File: src/rtl/alu_arbiter_if.sv
// alu_arbiter_if: bundles the two request channels, the ALU operand/result
// path and the response channel of the shared-ALU arbiter.
//   req0_* / req1_*  : valid/ready request channels (opcode, oper1, oper2)
//   alu_*            : registered operands to the ALU, combinational result back
//   rsp_*            : response channel tagged with the requester id
//   busy             : arbiter has an operation in flight
// Modports: slave = arbiter side, master = requesters/ALU/consumer side.
interface alu_arbiter_if #(
   parameter int P_OPW = 4,
   parameter int P_DW  = 8
);
   logic              req0_valid;
   logic              req0_ready;
   logic [P_OPW-1:0]  req0_opcode;
   logic [P_DW-1:0]   req0_oper1;
   logic [P_DW-1:0]   req0_oper2;

   logic              req1_valid;
   logic              req1_ready;
   logic [P_OPW-1:0]  req1_opcode;
   logic [P_DW-1:0]   req1_oper1;
   logic [P_DW-1:0]   req1_oper2;

   logic [P_OPW-1:0]  alu_opcode;
   logic [P_DW-1:0]   alu_oper1;
   logic [P_DW-1:0]   alu_oper2;
   logic [P_DW-1:0]   alu_res;
   logic [2:0]        alu_status;

   logic              rsp_valid;
   logic              rsp_id;
   logic [P_DW-1:0]   rsp_res;
   logic [2:0]        rsp_status;
   logic              rsp_ready;

   logic              busy;

   modport slave (
      input  req0_valid, req0_opcode, req0_oper1, req0_oper2,
      output req0_ready,
      input  req1_valid, req1_opcode, req1_oper1, req1_oper2,
      output req1_ready,
      output alu_opcode, alu_oper1, alu_oper2,
      input  alu_res, alu_status,
      output rsp_valid, rsp_id, rsp_res, rsp_status,
      input  rsp_ready,
      output busy
   );

   modport master (
      output req0_valid, req0_opcode, req0_oper1, req0_oper2,
      input  req0_ready,
      output req1_valid, req1_opcode, req1_oper1, req1_oper2,
      input  req1_ready,
      input  alu_opcode, alu_oper1, alu_oper2,
      output alu_res, alu_status,
      input  rsp_valid, rsp_id, rsp_res, rsp_status,
      output rsp_ready,
      input  busy
   );
endinterface

File: src/rtl/alu_arbiter.sv
// alu_arbiter: shares one combinational ALU between two requesters.
// Round-robin grant, registered ALU operands, one operation in flight,
// response captured one cycle after the grant and held until accepted.
// Ports:
//   clk    : clock, all state on the rising edge
//   rst_n  : asynchronous active-low reset
//   bus    : alu_arbiter_if.slave (request, ALU and response channels, busy)
//
// state | meaning
// IDLE  | waiting for a request, grant is combinational from the valids
// EXEC  | operands on the ALU, result captured at the end of this cycle
// RESP  | response held until rsp_ready is sampled high
module alu_arbiter (
   input  logic          clk,
   input  logic          rst_n,
   alu_arbiter_if.slave  bus
);

   typedef enum logic [1:0] {
      ST_IDLE = 2'd0,
      ST_EXEC = 2'd1,
      ST_RESP = 2'd2
   } state_t;

   state_t state;
   state_t state_next;

   logic   gnt_valid;
   logic   gnt_id;
   logic   last_gnt;   // requester granted most recently; the other wins ties
   logic   id_q;

   always_ff @(posedge clk or negedge rst_n) begin
      if (!rst_n) begin
         state <= ST_IDLE;
      end else begin
         state <= state_next;
      end
   end

   always_comb begin
      state_next     = state;
      gnt_valid      = 1'b0;
      gnt_id         = 1'b0;
      bus.req0_ready = 1'b0;
      bus.req1_ready = 1'b0;
      case (state)
         ST_IDLE: begin
            if (bus.req0_valid && bus.req1_valid) begin
               gnt_valid = 1'b1;
               gnt_id    = ~last_gnt;
            end else if (bus.req0_valid) begin
               gnt_valid = 1'b1;
               gnt_id    = 1'b0;
            end else if (bus.req1_valid) begin
               gnt_valid = 1'b1;
               gnt_id    = 1'b1;
            end
            bus.req0_ready = gnt_valid & ~gnt_id;
            bus.req1_ready = gnt_valid & gnt_id;
            if (gnt_valid) begin
               state_next = ST_EXEC;
            end
         end
         ST_EXEC: begin
            state_next = ST_RESP;
         end
         ST_RESP: begin
            if (bus.rsp_ready) begin
               state_next = ST_IDLE;
            end
         end
         default: begin
            state_next = ST_IDLE;
         end
      endcase
   end

   assign bus.busy = (state != ST_IDLE);

   // gnt_valid can only be set in IDLE, so the ALU operands stay put
   // from one grant to the next.
   always_ff @(posedge clk or negedge rst_n) begin
      if (!rst_n) begin
         last_gnt       <= 1'b1;
         id_q           <= 1'b0;
         bus.alu_opcode <= '0;
         bus.alu_oper1  <= '0;
         bus.alu_oper2  <= '0;
         bus.rsp_valid  <= 1'b0;
         bus.rsp_id     <= 1'b0;
         bus.rsp_res    <= '0;
         bus.rsp_status <= '0;
      end else begin
         if (gnt_valid) begin
            last_gnt <= gnt_id;
            id_q     <= gnt_id;
            if (gnt_id) begin
               bus.alu_opcode <= bus.req1_opcode;
               bus.alu_oper1  <= bus.req1_oper1;
               bus.alu_oper2  <= bus.req1_oper2;
            end else begin
               bus.alu_opcode <= bus.req0_opcode;
               bus.alu_oper1  <= bus.req0_oper1;
               bus.alu_oper2  <= bus.req0_oper2;
            end
         end
         if (state == ST_EXEC) begin
            bus.rsp_valid  <= 1'b1;
            bus.rsp_id     <= id_q;
            bus.rsp_res    <= bus.alu_res;
            bus.rsp_status <= bus.alu_status;
         end else if ((state == ST_RESP) && bus.rsp_ready) begin
            bus.rsp_valid  <= 1'b0;
         end
      end
   end

endmodule
File: src/flat_wrapper.sv
// flat-port wrapper written by rule: the top's interface ports become plain ports
module alu_arbiter_flat 
  (clk, rst_n, bus_req0_valid, bus_req0_opcode, bus_req0_oper1, bus_req0_oper2, bus_req0_ready, bus_req1_valid, bus_req1_opcode, bus_req1_oper1, bus_req1_oper2, bus_req1_ready, bus_alu_opcode, bus_alu_oper1, bus_alu_oper2, bus_alu_res, bus_alu_status, bus_rsp_valid, bus_rsp_id, bus_rsp_res, bus_rsp_status, bus_rsp_ready, bus_busy);
  alu_arbiter_if bus_i ();
  input  logic clk;
  input  logic rst_n;
  input wire logic [$bits(bus_i.req0_valid)-1:0] bus_req0_valid;
  input wire logic [$bits(bus_i.req0_opcode)-1:0] bus_req0_opcode;
  input wire logic [$bits(bus_i.req0_oper1)-1:0] bus_req0_oper1;
  input wire logic [$bits(bus_i.req0_oper2)-1:0] bus_req0_oper2;
  output wire logic [$bits(bus_i.req0_ready)-1:0] bus_req0_ready;
  input wire logic [$bits(bus_i.req1_valid)-1:0] bus_req1_valid;
  input wire logic [$bits(bus_i.req1_opcode)-1:0] bus_req1_opcode;
  input wire logic [$bits(bus_i.req1_oper1)-1:0] bus_req1_oper1;
  input wire logic [$bits(bus_i.req1_oper2)-1:0] bus_req1_oper2;
  output wire logic [$bits(bus_i.req1_ready)-1:0] bus_req1_ready;
  output wire logic [$bits(bus_i.alu_opcode)-1:0] bus_alu_opcode;
  output wire logic [$bits(bus_i.alu_oper1)-1:0] bus_alu_oper1;
  output wire logic [$bits(bus_i.alu_oper2)-1:0] bus_alu_oper2;
  input wire logic [$bits(bus_i.alu_res)-1:0] bus_alu_res;
  input wire logic [$bits(bus_i.alu_status)-1:0] bus_alu_status;
  output wire logic [$bits(bus_i.rsp_valid)-1:0] bus_rsp_valid;
  output wire logic [$bits(bus_i.rsp_id)-1:0] bus_rsp_id;
  output wire logic [$bits(bus_i.rsp_res)-1:0] bus_rsp_res;
  output wire logic [$bits(bus_i.rsp_status)-1:0] bus_rsp_status;
  input wire logic [$bits(bus_i.rsp_ready)-1:0] bus_rsp_ready;
  output wire logic [$bits(bus_i.busy)-1:0] bus_busy;
  assign bus_i.req0_valid = bus_req0_valid;
  assign bus_i.req0_opcode = bus_req0_opcode;
  assign bus_i.req0_oper1 = bus_req0_oper1;
  assign bus_i.req0_oper2 = bus_req0_oper2;
  assign bus_req0_ready = bus_i.req0_ready;
  assign bus_i.req1_valid = bus_req1_valid;
  assign bus_i.req1_opcode = bus_req1_opcode;
  assign bus_i.req1_oper1 = bus_req1_oper1;
  assign bus_i.req1_oper2 = bus_req1_oper2;
  assign bus_req1_ready = bus_i.req1_ready;
  assign bus_alu_opcode = bus_i.alu_opcode;
  assign bus_alu_oper1 = bus_i.alu_oper1;
  assign bus_alu_oper2 = bus_i.alu_oper2;
  assign bus_i.alu_res = bus_alu_res;
  assign bus_i.alu_status = bus_alu_status;
  assign bus_rsp_valid = bus_i.rsp_valid;
  assign bus_rsp_id = bus_i.rsp_id;
  assign bus_rsp_res = bus_i.rsp_res;
  assign bus_rsp_status = bus_i.rsp_status;
  assign bus_i.rsp_ready = bus_rsp_ready;
  assign bus_busy = bus_i.busy;
  alu_arbiter u_core (.clk(clk), .rst_n(rst_n), .bus(bus_i));
endmodule
File: config.mk
export PLATFORM = sky130hd
export DESIGN_NAME = alu_arbiter_flat
export DESIGN_NICKNAME = d
export VERILOG_FILES = /design/src/rtl/alu_arbiter_if.sv /design/src/rtl/alu_arbiter.sv /design/src/flat_wrapper.sv
export SDC_FILE = /design/constraint.sdc
export NUM_CORES = 1
export LEC_CHECK = 0
export CAP_MARGIN = 10
export CORE_MARGIN = 2
export CORE_UTILIZATION = 40
export CTS_BUF_LIST = sky130_fd_sc_hd__clkbuf_4
export DETAILED_ROUTE_END_ITERATION = 8
export HOLD_SLACK_MARGIN = 0.03
export PLACE_DENSITY = 0.82
export RECOVER_POWER = 50
export SETUP_SLACK_MARGIN = 0.05
export SYNTH_ARGS = -nofsm -noshare
export SYNTH_HDL_FRONTEND = slang
export SYNTH_SLANG_ARGS = --single-unit
export TNS_END_PERCENT = 20
File: constraint.sdc
create_clock -name clk -period 1.68 [get_ports clk]
set_input_delay 0.336 -clock clk [delete_from_list [all_inputs] [get_ports clk]]
set_output_delay 0.336 -clock clk [all_outputs]
set_load 0.01 [all_outputs]
==> impl_metrics.ini, run 1 <==
[detailed_routing]
drt_iter0_markers = 86
vias = 1636
ant_nets = 0
drc = 0
first_pass_iters = 4
avgViaCountPerCell = 5.42
finalWirelength_um = 4940
wl_per_cell_um = 16.3

[yosys]
synthTopCellsByArea = dfrtp_1 (53%), a32oi_1 (7.7%), o2bb2ai_1 (7.7%), mux2_2 (7.2%), a21oi_1 (5.6%)
yosys-top-cells-count = dfrtp_1 (36), a21oi_1 (19), a32oi_1 (15), o2bb2ai_1 (15), mux2_2 (11)
synth-main-ff-cell = dfrtp_1
yosysMostFrequentCell = dfrtp_1
syn_avg_cell_area_um2 = 11.8
syn-cell-area_um2 = 1710
synth_top_area_cell = dfrtp_1
synthArstFlopShare_pct = 100
ys_types = 25
yosysTopAreaCellShare_pct = 52.7
synthesis.nets = 201
ys_warn_count = 0
synth_cells = 145
synth_edf_count = 0
ys_seq_area_share_pct = 54.2
ys_ff_latch = 37

[clocking]
cts.sinks = 37
path_clk_slew_ns = 0.12
clk_latency_ns = 0.34
htreeDepth = 2
numCtsBuffers = 5
tritoncts = yes
cts-root-buf = clkbuf_4
clockBufferDepth = 2

[cells_and_area]
drive_gt1_share_pct = 21.4
postLayoutCoreUtil_pct = 70.1
final_area_um2 = 2840
finalNonFillerCells = 302
syn_to_final_growth_pct = 66.2
diodes = 0
nets = 307

[grt]
grt_pass1_wl_um = 8110
grtUsageTotal_pct = 21.0
grt_pass1_vias = 1646
grt_max_degree = 38
gr-total-overflow = 0
antenna_found_initial = 0

[pwr]
powerDensity_nw_per_um2 = 1710
ir_drop_mv = 0.988
p_leak_nw = 1.21
p_total_w = 0.00485
power_frac_seq_pct = 33.6
p_int_w = 0.00312
p_switching_w = 0.00173
p_sw_share_pct = 35.7
clkPwrFrac_pct = 10.3
pwr-share-comb_pct = 56.0

[setup_path]
slowest_delay_ns = 0.42
cpMostUsedCell = buf_6
cp_cell_sequence = buf_6 -> nor3b_4 -> and2_4 -> buf_6
required_ns = 1.34
arrival_ns = 1.35
cp_top_family = flip-flops
startpoint_type = register
path_class = reg -> out
critical_path_buf_inv_count = 2
worstPathMaxFanout = 3
cp-end-kind = output port
cpMaxStageDelayCell = dfrtp_1

[timing]
drv_slew = 0
fmax_mhz = 595
period_share_pct = 100
finalHoldViolations = 0
max_slew.worst_pin.slew_ns = 0.910
final-setup-viol-count = 1
setup_tns_ns = -0.00205
final.setup.worst_slack_ns = -0.00205
clock-skew-final_ns = 0.0172
min_period_ns = 1.68
slew_headroom_pct = 39.3
rsz0062_at_grt = yes

[job]
maxCapViolations = 0

[placed_design]
place_congestion = 0.762
dp_cells = 289
port_buffers = 91
hpwlAfterDp_um = 3410
placed_area_um2 = 2750

[floorplanning]
io_pins = 92
die_y_um = 69.4
die_area_um2 = 4810
rows = 23
die_w_um = 69.4
coreArea_um2 = 4060
start_util_pct = 42.2

[run_status]
violations = negative setup slack
status = finished with violations

[hold_path]
hold_path.class = reg -> reg
through the flow:
stage	worst slack, ns	hold slack (ns)
global route	-0.0570	0.533
CTS	-0.0169	0.481
finish	-0.00205	0.502
floorplan	0.284	0.0404
detailed placement	-0.416	0.318
global placement	-0.404	0.318
state kept, by name (all words and copies together) (netlist names):
register and cells:
u_core.bus.alu_opcode 4, u_core.bus.alu_oper1 8, u_core.bus.alu_oper2 8, u_core.bus.rsp_id 1, u_core.bus.rsp_res 8, u_core.bus.rsp_status 3, u_core.bus.rsp_valid 1, u_core.id_q 1
u_core.last_gnt 1, u_core.state 2
what timing repair did:
item                                    4_1_cts  5_1_grt
endpoints found under the setup margin        3       20
hold endpoints to repair                     36        0
pin swaps                                     4        3
resized for setup                            16       20
hold buffers                                  1        0
setup buffers                                 3        1
cell usage in the layout, fill, tap and decap left out, drive strengths merged, types with 2 or more instances in the layout:
cell	count
dfrtp	36
buf	23
o2bb2ai	15
or2	2
nand2	3
a21oi	19
a32oi	15
and3	10
clkdlybuf4s50	69
a221o	5
nor2	3
mux2	12
nor3b	2
inv	4
clkbuf	11
clkdlybuf4s25	15
area by class of cell:
cell class / instances / area [µm²]
repair buffers: 113 / 1060
flip-flops and latches: 37 / 928
inverters: 4 / 15.0
fillers: 329 / 1210
clock buffers: 8 / 60.1
multi-input cells: 90 / 716
well taps: 50 / 62.6
worst paths after layout:
kind / slack, ns / start / cells past startpoint / endpoint
max: -0.002 / u_core.state[1] / 4 / bus_req0_ready
min: 0.50 / u_core.bus.rsp_status[1] / 1 / u_core.bus.rsp_status[1]
max reg2reg: 0.16 / u_core.state[0] / 5 / u_core.bus.alu_oper2[5]
min reg2reg: 0.50 / u_core.bus.rsp_status[1] / 1 / u_core.bus.rsp_status[1]
max in group asynchronous: 0.31 / rst_n / 3 / u_core.state[0]
min in group asynchronous: 0.74 / rst_n / 3 / u_core.bus.alu_oper2[6]
cells by family (layout without fill, tap and decap cells):
kind of cell / after synthesis / after routing / share of synthesized area (%)
buffers and inverters: 18 / 125 / 4.90
flip-flops: 37 / 37 / 54.2
AND/OR/NAND/NOR: 23 / 23 / 8.41
multiplexers: 12 / 12 / 7.90
AO/OA/AOI/OAI: 55 / 55 / 24.6
metal layers:
layer	wire length [µm]	vias to the layer above	track usage [%]
met2	2320	66	33.4
met1	2200	795	28.2
met4	38	0	5.88
li1	-	770	-
met3	382	5	5.67
met5	0	-	0
power groups by stage:
stage / Clock, W / Combinational (W) / Sequential [W]
after floorplan: 0 / 0.00113 / 0.00182
after global placement: 0 / 0.00268 / 0.00163
after detailed placement: 0 / 0.00272 / 0.00164
after CTS: 0.000512 / 0.00279 / 0.00163
after global routing: 0.000556 / 0.00294 / 0.00169
final: 0.000500 / 0.00272 / 0.00163
No activity file was read; power rests on OpenSTA's default activity.
==> run 2, diff against run 1 <==
--- a/config.mk
+++ b/config.mk
@@ -14,6 +14,7 @@
 export PLACE_DENSITY = 0.82
 export RECOVER_POWER = 50
 export SETUP_SLACK_MARGIN = 0.05
+export SKIP_LAST_GASP = 1
 export SYNTH_ARGS = -nofsm -noshare
 export SYNTH_HDL_FRONTEND = slang
 export SYNTH_SLANG_ARGS = --single-unit
==> run 2 against run 1 <==
The flow still finishes with violations (negative setup slack). First-iteration DRC count down 8.1%. Power up 1.5%. Sequential share of layout area about the same. Critical path depth unchanged. Sequential cell count unchanged. Global-route usage unchanged. Die area unchanged. Fmax about the same. Largest cell class unchanged. Highest routed layer unchanged.
==> impl_metrics.ini, run 2 (synthesis gave the netlist of run 1 again) <==
[run_status]
status = finished with violations
violations = negative setup slack

[clocking]
cts.sinks = 37
htreeDepth = 2
tritoncts = yes
path_clk_slew_ns = 0.12
clockBufferDepth = 2
numCtsBuffers = 5
cts-root-buf = clkbuf_4
clk_latency_ns = 0.34

[placed_design]
hpwlAfterDp_um = 3410
port_buffers = 91
dpl_worst_slack_ns = -0.416
place_congestion = 0.762
placed_area_um2 = 2750

[detailed_routing]
drc = 0
first_pass_iters = 4
wl_per_cell_um = 16.3
drt_iter0_markers = 79
finalWirelength_um = 4910
ant_nets = 0
vias = 1621
avgViaCountPerCell = 5.37

[setup_path]
cpMaxStageDelayCell = dfrtp_1
ff2ff_path_depth = 5
required_ns = 1.34
slowest_delay_ns = 0.42
cp_top_family = flip-flops
reg2reg_to = u_core.bus.alu_oper2[5]
cp_cell_sequence = buf_6 -> nor3b_4 -> and2_4 -> buf_6
arrival_ns = 1.35
r2r_slack_ns = 0.09
critical_path_buf_inv_count = 2
path_class = reg -> out
worstPathMaxFanout = 3
r2r_start = u_core.state[0]
cpMostUsedCell = buf_6
cp-end-kind = output port
startpoint_type = register

[timing]
period_share_pct = 100
slew_headroom_pct = 39.1
min_period_ns = 1.68
finalHoldViolations = 0
clock-skew-final_ns = 0.0171
rsz0062_at_grt = yes
drv_slew = 0
max_slew.worst_pin.slew_ns = 0.913
final.setup.worst_slack_ns = -0.00357
final-setup-viol-count = 1
fmax_mhz = 594

[cells_and_area]
final_cell_mix = clkdlybuf4s50_1 (85), dfrtp_1 (35), a21oi_1 (19), buf_4 (19)
syn_to_final_growth_pct = 66.3
regArea_um2 = 928
reg_top3 = u_core.bus.alu_oper1 x8, u_core.bus.alu_oper2 x8, u_core.bus.rsp_res x8
final_area_um2 = 2840
diodes = 0
multiInputGateArea_um2 = 713
drive_gt1_share_pct = 21.0
nFillCells = 331
layout_commonest_cell = clkdlybuf4s50_1
nets = 307

[floorplanning]
coreArea_um2 = 4060
die_y_um = 69.4
start_util_pct = 42.2
die_w_um = 69.4
rows = 23
io_pins = 92
die_area_um2 = 4810

[job]
maxCapViolations = 0

[grt]
grt_pass1_wl_um = 8110
grt_max_degree = 38
antenna_found_initial = 0
gr-total-overflow = 0
grtUsageTotal_pct = 21.0
grt_pass1_vias = 1646

[pwr]
powerDensity_nw_per_um2 = 1730
p_leak_nw = 1.20
ir_drop_mv = 0.996

[hold_path]
hold_depth = 1
min_to = u_core.bus.rsp_status[1]
hold_path.class = reg -> reg
hp-start = u_core.bus.rsp_status[1]
run 2: final cells by class:
type	instances	share of cell area (%)
well taps	50	2.20
inverters	4	0.528
multi-input cells	90	25.1
flip-flops and latches	37	32.6
clock buffers	8	2.11
repair buffers	113	37.4
run 2: through the flow:
stage	instances	utilization, %	setup TNS, ns	total power, W	hold WS [ns]
floorplan	145	-	0	0.00295	0.0404
global placement	289	67.8	-4.30	0.00431	0.318
detailed placement	289	67.8	-4.74	0.00436	0.318
CTS	301	70.2	-0.0169	0.00493	0.481
global route	302	70.1	-0.0970	0.00526	0.531
finish	302	70.1	-0.00357	0.00492	0.502
run 2: worst reg2reg max path, cell delays in order, from the launching register on:
cell and delay [ns]:
dfrtp_2 0.46, buf_4 0.16, nor2_4 0.12, buf_4 0.19, nand2_1 0.18, a221o_1 0.40
run 2: how the worst max path moves through the flow:
| stage | slack [ns] | depth (start not counted) | startpoint | to |
|---|---|---|---|---|
| after floorplan | 0.28 | 4 | u_core.state[0] | bus_busy |
| after global placement | -0.40 | 4 | bus_req0_valid | bus_req0_ready |
| after detailed placement | -0.42 | 4 | bus_req0_valid | bus_req0_ready |
| after CTS | -0.02 | 4 | u_core.state[1] | bus_req0_ready |
| after global routing | -0.06 | 4 | u_core.state[1] | bus_req0_ready |
| final | -0.004 | 4 | u_core.state[1] | bus_req0_ready |
run 2: repair_timing:
item | in CTS | in global routing
pin swaps | 4 | 3
setup endpoints to repair | 3 | 20
hold buffers | 1 | 0
endpoints found under the hold margin | 36 | 0
buffers inserted | 3 | 1
resized for setup | 15 | 4
run 2: power by group:
group | switching, W | internal (W) | leakage, nW
Combinational | 0.00117 | 0.00162 | 0.726
Clock | 0.000284 | 0.000216 | 0.0368
Sequential | 0.000272 | 0.00136 | 0.439
run 2: per-layer routing:
metal	track usage [%]	vias up	wire length [µm]
li1	-	768	-
met1	28.2	774	2190
met2	33.4	74	2280
met3	5.67	5	400
met4	5.88	0	38
met5	0	-	0
